$ cat config.mk
export PLATFORM = sky130hd
export DESIGN_NAME = fetch_unit
export DESIGN_NICKNAME = d
export VERILOG_FILES = /design/src/rtl/fetch_unit.sv
export SDC_FILE = /design/constraint.sdc
export NUM_CORES = 1
export LEC_CHECK = 0
export CORE_MARGIN = 2
export CORE_UTILIZATION = 43
export DETAILED_ROUTE_END_ITERATION = 16
export GPL_ROUTABILITY_DRIVEN = 0
export PLACE_DENSITY = 0.81
export SLEW_MARGIN = 0
export SYNTH_ARGS = -nofsm -noshare
export SYNTH_HDL_FRONTEND = slang
export SYNTH_SLANG_ARGS = --single-unit
$ cat constraint.sdc
create_clock -name clk -period 1.6 [get_ports clk]
set_input_delay 0.32 -clock clk [delete_from_list [all_inputs] [get_ports clk]]
set_output_delay 0.32 -clock clk [all_outputs]
set_load 0.05 [all_outputs]
$ cat src/rtl/fetch_unit.sv
// CHIP-8 instruction fetch: owns the PC, reads one opcode per request and hands it over valid/ready.
// Optional breakpoint/halt support is compiled in when FETCH_BREAKPOINT_EN is defined.
module fetch_unit #(
  parameter int unsigned ADDR_W   = 12,
  parameter logic [15:0] PC_RESET = 16'h0100,
  parameter int unsigned MEM_LAT  = 1
) (
  input  logic              clk,
  input  logic              rst,
  output logic              o_mem_r_en,
  output logic [ADDR_W-1:0] o_mem_r_addr,
  input  logic [15:0]       i_mem_r_data,
  input  logic              i_mem_busy,
  output logic [15:0]       o_opcode,
  output logic              o_op_valid,
  input  logic              i_op_ready,
  output logic [15:0]       o_pc_data,
  input  logic [15:0]       i_pc_data,
  input  logic              i_pc_en
`ifdef FETCH_BREAKPOINT_EN
  ,
  input  logic              i_bp_en,
  input  logic [15:0]       i_bp_addr,
  input  logic              i_resume,
  output logic              o_halted
`endif
);

`ifdef FETCH_BREAKPOINT_EN
  typedef enum logic [1:0] {StReq, StWait, StValid, StHalt} state_e;
`else
  typedef enum logic [1:0] {StReq, StWait, StValid} state_e;
`endif

  state_e      state_q;
  logic [15:0] pc_q;
  logic [2:0]  cnt_q;
  logic [15:0] opcode_q;
  logic        op_valid_q;
  logic        bp_hit;

`ifdef FETCH_BREAKPOINT_EN
  logic halted_q;
  logic bp_skip_q;

  // After a resume the first fetch of the halted PC must not re-trigger the breakpoint.
  assign bp_hit   = i_bp_en && (pc_q == i_bp_addr) && !bp_skip_q;
  assign o_halted = halted_q;
`else
  assign bp_hit = 1'b0;
`endif

  // The strobe depends on busy/redirect in the same cycle so a request never collides with them.
  assign o_mem_r_en   = !rst && (state_q == StReq) && !i_mem_busy && !i_pc_en && !bp_hit;
  assign o_mem_r_addr = pc_q[ADDR_W-1:0];
  assign o_opcode     = opcode_q;
  assign o_op_valid   = op_valid_q;
  assign o_pc_data    = pc_q;

  always_ff @(posedge clk) begin
    if (rst) begin
      state_q    <= StReq;
      pc_q       <= PC_RESET;
      cnt_q      <= '0;
      opcode_q   <= '0;
      op_valid_q <= 1'b0;
`ifdef FETCH_BREAKPOINT_EN
      halted_q   <= 1'b0;
      bp_skip_q  <= 1'b0;
`endif
    end else if (i_pc_en) begin
      // Redirect discards anything in flight; an accepted opcode is still consumed.
      pc_q       <= i_pc_data;
      op_valid_q <= 1'b0;
      cnt_q      <= '0;
`ifdef FETCH_BREAKPOINT_EN
      bp_skip_q  <= 1'b0;
      state_q    <= (state_q == StHalt) ? StHalt : StReq;
`else
      state_q    <= StReq;
`endif
    end else begin
      unique case (state_q)
        StReq: begin
          if (bp_hit) begin
`ifdef FETCH_BREAKPOINT_EN
            state_q  <= StHalt;
            halted_q <= 1'b1;
`endif
          end else if (!i_mem_busy) begin
            cnt_q   <= 3'(MEM_LAT - 1);
            state_q <= StWait;
`ifdef FETCH_BREAKPOINT_EN
            bp_skip_q <= 1'b0;
`endif
          end
        end
        StWait: begin
          if (cnt_q == 3'd0) begin
            opcode_q   <= i_mem_r_data;
            op_valid_q <= 1'b1;
            state_q    <= StValid;
          end else begin
            cnt_q <= cnt_q - 3'd1;
          end
        end
        StValid: begin
          if (i_op_ready) begin
            pc_q       <= pc_q + 16'd1;
            op_valid_q <= 1'b0;
            state_q    <= StReq;
          end
        end
`ifdef FETCH_BREAKPOINT_EN
        StHalt: begin
          if (i_resume) begin
            halted_q  <= 1'b0;
            bp_skip_q <= 1'b1;
            state_q   <= StReq;
          end
        end
`endif
        default: state_q <= StReq;
      endcase
    end
  end

endmodule

# After elaboration in Yosys (flattened, before gate mapping)
# Index checks and enable logic that the tools add are counted.
# Widths: inputs -> output; s select.
# word_totals
out_inout_bits,46
in_bits,37
wordCells,45
register_bits,38
# op_classes
n_reduce_logical,18
n_addsub,2
mux,13
bitwise,1
eq_ne,6
# op_table
operator,count
$mux 16,3
$add 16x1->16 const B,1
$reduce_and 3->1,4
$ne 2x2->1 const B,4
$reduce_bool 2->1,4
$mux 2,3
$mux 3,2
$pmux 2 s3,1
$pmux 3 s2,1
$logic_and 1x1->1,3
$logic_not 1->1,3
$logic_not 3->1,1
$sub 3x1->3 const B,1
$eq 2x1->1 const B,1
$eq 2x2->1 const B,1
$logic_not 2->1,1
$mux 1,2
$pmux 1 s2,1
$reduce_and 2->1,1
$reduce_or 2->1,1
$not 1->1,1

# Depth between registers and ports, before layout
# Gate-level depths: netlist (run 1).
# logic_depth
depth_word,4
mapped_depth,8
depth_no_buf,6

# Worst setup path after synthesis (run 1)
# No wires, ideal clock.
# synth_timing
path_kind,register to register
start,register pc_q[2] (netlist: o_pc_data[2])
end,register pc_q[15] (netlist: o_pc_data[15])
stages_incl_launch_ff,6
period_less_slack_ns,1.919
slack_ns,-0.319
n_path_buf,1
t_required_ns,1.478
arrival_ns,1.797
setup_ns,0.122
cell_sequence,dfxtp_1 -> buf_4 -> and4_1 -> nand4_4 -> o31a_1 -> o311a_1
# synth_via
elab_chain_len,4
# synth_rtl
item,line_no,source
from (decl),36,logic [15:0] pc_q;
from (signal assigned),73,pc_q <= i_pc_data;
from (signal assigned),109,pc_q <= pc_q + 16'd1;
$add 16x1->16,109,
$mux 16,108,if (i_op_ready) begin
$mux 16,83,unique case (state_q)
$mux 16,71,end else if (i_pc_en) begin
# Every way passes these cells. The select of a mux whose other input is x is not followed.
# A chain may end at the register's enable or synchronous reset.

# Worst setup path in the final report (run 1)
# layout_timing
start,register pc_q[7] (netlist: o_pc_data[7])
end,register pc_q[11] (netlist: o_pc_data[11])
# Same word-level chain as after synthesis.

==> metrics.csv, run 1 <==
stage,metric,value,unit
routing,wl_per_cell,13.6,um
critical_path,reg2reg_slack,0.06,ns
routing,drcViolationCount,0,
pwr,p_sw,0.000733,W
routing,first_pass_iters,4,
run,drv_cap,0,
layout,areaGrowthSynthToFinish,56.9,%
critical_path,cp_num_buf_inv,0,
critical_path,worst-path-stages,4,
clock_tree,cts_inserted_buffers,5,
logic_synthesis,syn_area,1970,um2
critical_path,crit_fanout,6,
logic_synthesis,synth_xor_area_frac,0.0488,
clock_tree,path_clk_slew,0.07,ns
die,io_pins,83,
timing,period_share,0.963,
pwr,p_int,0.00182,W
grt,antenna_found_initial,0,
timing,fmax,649,MHz
pwr,power_frac_clock,0.350,
critical_path,crit_path_cell_trace,and3_1 > nand3_1 > o31a_1 > o311a_1,
logic_synthesis,yosys_warnings,0,
logic_synthesis,synthMuxAreaShare,0.0209,
logic_synthesis,synth.area.top_cells,"dfxtp_1, nand2_1, a21oi_1",
hold_path,hp-class,reg2reg,
layout,final_layout_size_suffix_gt1_frac,0.317,
logic_synthesis,avgSynthCellArea,8.36,um2
critical_path,crit_path_max_incr_delay,0.38,ns
pwr,p_seq_frac,0.401,
routing,vias_per_cell,5.19,
layout,final_net_count,358,
logic_synthesis,synth.distinct_cells,44,
die,row_count,24,
layout,fin_util,0.706,
timing,fin_hold_ws,0.456,ns
layout,final_cells,371,
critical_path,start_kind,register,
timing,finalSetupViolations,0,
pwr,comb_power_share,0.249,
grt,grt-ovfl-total,0,
hold_path,hold_path_depth,2,
die,fp.dieH,71.7,um
clock_tree,cts.sinks,38,
critical_path,ff2ff_path_depth,4,
logic_synthesis,synth_simple_gate_area_frac,0.246,
logic_synthesis,syn_inst,236,
critical_path,path_class,reg2reg,
routing,drt-initial-drc-count,108,
timing,worstMarginPinSlew,0.324,ns
critical_path,worstPathArrival,1.72,ns
layout,num_antenna_cells,0,
logic_synthesis,synth_top_family_by_area,simple AND/OR/NAND/NOR gates,
routing,wirelength,5060,um
placement,portBuffers,82,
pwr,p_leak,1.36,nW
pwr,vdd_drop_max,0.611,mV
critical_path,cp.required,1.78,ns
status,status,"finished, final reports clean",
critical_path,critical-path-top-delay-family,compound AO/OA/AOI/OAI gates,
routing,drtAntennaViolNets,0,
grt,grt_pass1_vias,1858,
placement,dp.cells,362,
die,core,4380,um2
logic_synthesis,synth_fp_nets,276,
layout,final_cell_mix,"buf_4, nand2_1, clkdlybuf4s50_1",
clock_tree,clkLatencyLatePin,0.29,ns
logic_synthesis,yosys.area.top_type,dfxtp_1,
placement,hpwlAfterDp,3630,um
critical_path,critPathCaptureType,register,
grt,grt_start_max_net_pins,29,
timing,relSlewSlack,0.783,
pwr,swShare,0.287,
logic_synthesis,synth-compound-area-share,0.160,
timing,final.setup_skew,0.00381,ns
clock_tree,htreeDepth,2,
die,dieArea,5150,um2
logic_synthesis,ys_seq_elements,38,
critical_path,cpMaxStageDelayCell,dfxtp_4,
die,start_util,0.450,
clock_tree,cts_root_buffer,clkbuf_8,
logic_synthesis,yosysSeqAreaShare,0.386,
routing,vias,1927,
logic_synthesis,synth_fa_ha_area_frac,0.0190,
pwr,p_per_area,826,nW/um2
die,fp.dieW,71.7,um
timing,finalHoldViolCount,0,
clock_tree,cts_tree,done,
grt,grt_first_pass_wirelength,8360,um
pwr,finalPower,0.00256,W
logic_synthesis,synth_top_area_share,0.386,
clock_tree,cts.path.max_buffers,2,
timing,slew_viol_final,0,
timing,period_needed,1.54,ns
grt,grt_usage,0.204,
layout,final_common_cell,buf_4,
## flip-flops by register name, indices dropped and copies added (netlist names)
signal / count
state_q: 2
o_pc_data: 16
o_op_valid: 1
o_opcode: 16
cnt_q: 3
## cells by family after synthesis
kind of cell	Yosys count
simple gates	89
compound gates	49
buf+inv	42
flops	38
xor+xnor	11
mux	4
fa+ha+maj	3
## area by class of cell
type	instances	area, um2
clock buffer	6	93.8
clock inverter	2	33.8
fill	340	1290
inverter	13	48.8
multi-input combinational	156	1010
sequential	38	802
tap	52	65.1
timing repair buffer	104	1040
## metrics by stage
| step | area, um2 | setup WS [ns] | setup TNS (ns) |
|---|---|---|---|
| 2_1_floorplan | 2020 | -0.0212 | -0.0212 |
| 3_3_place_gp | 2920 | -0.244 | -4.25 |
| 3_5_place_dp | 2920 | -0.257 | -4.59 |
| 4_1_cts | 3060 | 0.00235 | 0 |
| 5_1_grt | 3100 | -0.00948 | -0.0128 |
| 6_report | 3100 | 0.0586 | 0 |
## power groups by stage
| stage | Sequential, W | Combinational, W | Clock, W |
|---|---|---|---|
| 2_1_floorplan | 0.00117 | 0.000243 | 0 |
| 3_5_place_dp | 0.00105 | 0.000632 | 0 |
| 6_report | 0.00103 | 0.000638 | 0.000894 |
| 5_1_grt | 0.00103 | 0.000673 | 0.000955 |
| 4_1_cts | 0.00102 | 0.000637 | 0.000915 |
| 3_3_place_gp | 0.00104 | 0.000625 | 0 |
## worst paths after layout
path	startpoint	endpoint
setup / recovery	o_pc_data[7]$_SDFFE_PP0P_	o_pc_data[11]$_SDFFE_PP0P_
setup reg to reg	o_pc_data[7]$_SDFFE_PP0P_	o_pc_data[11]$_SDFFE_PP0P_
hold / removal	o_opcode[11]$_SDFFE_PP0P_	o_opcode[11]$_SDFFE_PP0P_
hold reg to reg	o_opcode[11]$_SDFFE_PP0P_	o_opcode[11]$_SDFFE_PP0P_
## Yosys cell counts
library cell / n
nor2b_1: 3
or2_2: 1
nor3_1: 4
nand4_1: 4
nand3_1: 5
buf_6: 2
a21o_1: 1
nor4_1: 4
buf_4: 16
nand4_4: 1
nor3b_1: 1
nand3b_4: 1
a211o_1: 1
o21a_1: 7
or3_2: 1
buf_2: 1
o21ai_0: 2
and4b_1: 2
nand3b_1: 1
a41oi_1: 1
xor2_1: 5
nand2_1: 40
and4_1: 2
o31a_1: 3
and3b_1: 1
and3_1: 2
mux2_2: 1
nor2_1: 8
clkbuf_2: 1
nand2b_1: 4
nor3b_2: 1
a21oi_1: 28
nor4b_1: 2
ha_1: 3
and3_2: 1
xnor2_1: 6
dfxtp_1: 38
clkbuf_1: 8
inv_1: 13
o211ai_1: 1
buf_1: 1
mux2i_1: 3
a2111oi_2: 1
o311a_1: 4
## worst reg2reg max path: cells and delay by family, from the launching register on
kind / cells / cell delay [ns]
compound gates: 2 / 0.57
simple gates: 2 / 0.48
flops: 1 / 0.38
## per-layer routing
layer,share of wire,track usage,vias up
met2,0.51,0.371,73
met4,0.011,0.0608,0
li1,-,-,962
met1,0.41,0.229,887
met5,0,0,-
met3,0.078,0.0577,5
## repair_timing
item                                    4_1_cts  5_1_grt
resized for setup                             3        7
buffers inserted                              0        1
hold buffers                                  0        0
endpoints found under the setup margin        1       20
cloned                                        0        0
hold endpoints to repair                      0        0
pin swaps                                     0        3
(Power assumes the default switching activity.)
==> run 2, diff against run 1 <==
- GPL_TIMING_DRIVEN: not set -> 0
==> run 2 against run 1 <==
Against the previous run: first-iteration DRC count rose by 3.7%; die area did not move; final area about the same; register-to-register slack lost 0.02 ns; largest cell class is now multi-input gates; critical path type unchanged; total power down 1.5%; via count grew 1.7%; clock power up 0.8%; sequential cell count unchanged; critical endpoint is now o_pc_data[15]$_SDFFE_PP0P_.
==> metrics.csv, run 2 (synthesis gave the netlist of run 1 again) <==
stage,metric,value,unit,change
routing,drt-initial-drc-count,112,,+3.7%
grt,grt_first_pass_wirelength,8630,um,+3.1%
pwr,finalPower,0.00252,W,-1.5%
hold_path,hold_path_depth,2,,unchanged
die,core,4380,um2,unchanged
layout,multi_input_area,1040,um2,+2.9%
routing,vias_per_cell,5.12,,-1.5%
timing,slew_viol_final,0,,unchanged
pwr,p_leak,1.42,nW,+4.4%
timing,period_share,0.977,,+0.0134
pwr,vdd_drop_max,0.685,mV,+12%
die,row_count,24,,unchanged
clock_tree,cts_tree,done,,
die,fp.dieH,71.7,um,unchanged
critical_path,cp.required,1.79,ns,about the same
clock_tree,path_clk_slew,0.08,ns,about the same
hold_path,hp-class,reg2reg,,
timing,finalSetupViolations,0,,unchanged
critical_path,ff2ff_path_depth,5,,+1
grt,grt_pass1_vias,1920,,+3.3%
timing,finalHoldViolCount,0,,unchanged
timing,final.setup_skew,0.00819,ns,+0.00438 ns
grt,grt_usage,0.214,,+0.0105
status,status,"finished, final reports clean",,
critical_path,critPathCaptureType,register,,
die,fp.dieW,71.7,um,unchanged
layout,final_cell_mix,"nand2_1, dlygate4sd2_1, clkdlybuf4s50_1",,
clock_tree,htreeDepth,2,,unchanged
grt,antenna_found_initial,0,,unchanged
run,drv_cap,0,,unchanged
layout,seq_area,805,um2,+0.31%
placement,dp.cells,370,,+2.2%
clock_tree,cts_inserted_buffers,5,,unchanged
clock_tree,clkLatencyLatePin,0.30,ns,about the same
routing,drtAntennaViolNets,0,,unchanged
timing,relSlewSlack,0.598,,-0.186
grt,grt_start_max_net_pins,13,,-55%
grt,grt-ovfl-total,0,,unchanged
die,dieArea,5150,um2,unchanged
layout,num_antenna_cells,0,,unchanged
timing,fmax,640,MHz,-1.4%
layout,nFillCells,365,,+7.4%
pwr,p_per_area,813,nW/um2,-1.6%
layout,areaGrowthSynthToFinish,57.0,%,about the same
routing,drcViolationCount,0,,unchanged
die,io_pins,83,,unchanged
layout,final_cells,383,,+3.2%
placement,hpwlAfterDp,3750,um,+3.1%
timing,period_needed,1.56,ns,+0.0215 ns
critical_path,path_class,reg2reg,,
clock_tree,cts.sinks,38,,unchanged
critical_path,start_kind,register,,
critical_path,crit_fanout,8,,+2
layout,final_layout_size_suffix_gt1_frac,0.239,,-0.0779
layout,final_net_count,370,,+3.4%
placement,portBuffers,82,,unchanged
layout,final_common_cell,nand2_1,,
die,start_util,0.450,,unchanged
routing,wl_per_cell,13.9,um,+2.2%
clock_tree,cts.path.max_buffers,2,,unchanged
routing,wirelength,5340,um,+5.5%
critical_path,worstPathArrival,1.75,ns,+0.03 ns
timing,worstMarginPinSlew,0.603,ns,+0.279 ns
clock_tree,cts_root_buffer,clkbuf_8,,
routing,vias,1960,,+1.7%
routing,first_pass_iters,4,,unchanged
## run 2: critical path, stage by stage, from the launching register on
cell	delay, ns
dfxtp_4	0.36
buf_4	0.15
and4_4	0.25
nand4_4	0.12
o31a_1	0.30
o311a_1	0.28
## run 2: final timing paths
kind / startpoint / end / slack, ns
worst max-delay path: o_pc_data[2]$_SDFFE_PP0P_ / o_pc_data[15]$_SDFFE_PP0P_ / 0.04
worst min-delay path: o_opcode[10]$_SDFFE_PP0P_ / o_opcode[10]$_SDFFE_PP0P_ / 0.45
worst max register to register: o_pc_data[2]$_SDFFE_PP0P_ / o_pc_data[15]$_SDFFE_PP0P_ / 0.04
worst min register to register: o_opcode[10]$_SDFFE_PP0P_ / o_opcode[10]$_SDFFE_PP0P_ / 0.45
## run 2: power by group
part	internal, W	switching (W)	leakage (nW)	total (W)
Combinational	0.000245	0.000345	1.03	0.000589
Clock	0.000540	0.000361	0.0678	0.000901
Sequential	0.000983	0.0000471	0.318	0.00103
## run 2: routing by layer
layer / track usage / wire length [um]
met5: 0 / 0
met4: 0.0734 / 53
met3: 0.0802 / 485
met2: 0.367 / 2700
met1: 0.245 / 2100
## run 2: timing repair
action	in CTS	in global routing
pin swaps	2	4
hold buffers	0	0
gates resized for setup	79	22
setup endpoints to repair	65	29
buffers inserted	1	6
## run 2: cell type report
cell class / count / share of cell area
tap: 52 / 0.0210
clock buffer: 8 / 0.0428
timing repair buffer: 89 / 0.261
buffer: 27 / 0.0654
multi-input combinational: 156 / 0.335
inverter: 13 / 0.0158
sequential: 38 / 0.260
## run 2: per-stage QoR
stage / worst slack [ns] / cell area, um2 / TNS (ns) / hold slack [ns] / utilization
after floorplan: -0.0212 / 2020 / -0.0212 / 0.454 / -
after global placement: -0.970 / 2910 / -9.66 / 0.441 / 0.663
after detailed placement: -0.964 / 2910 / -9.60 / 0.446 / 0.663
after CTS: -0.0165 / 3040 / -0.0165 / 0.453 / 0.693
after global routing: -0.0124 / 3100 / -0.0446 / 0.474 / 0.707
final: 0.0371 / 3100 / 0 / 0.453 / 0.707
==> run 3, diff against run 2 <==
- SLEW_MARGIN: 0 -> 10
==> results of run 3 <==
No change in the layout: final DEF, timing and power equal those of run 2.
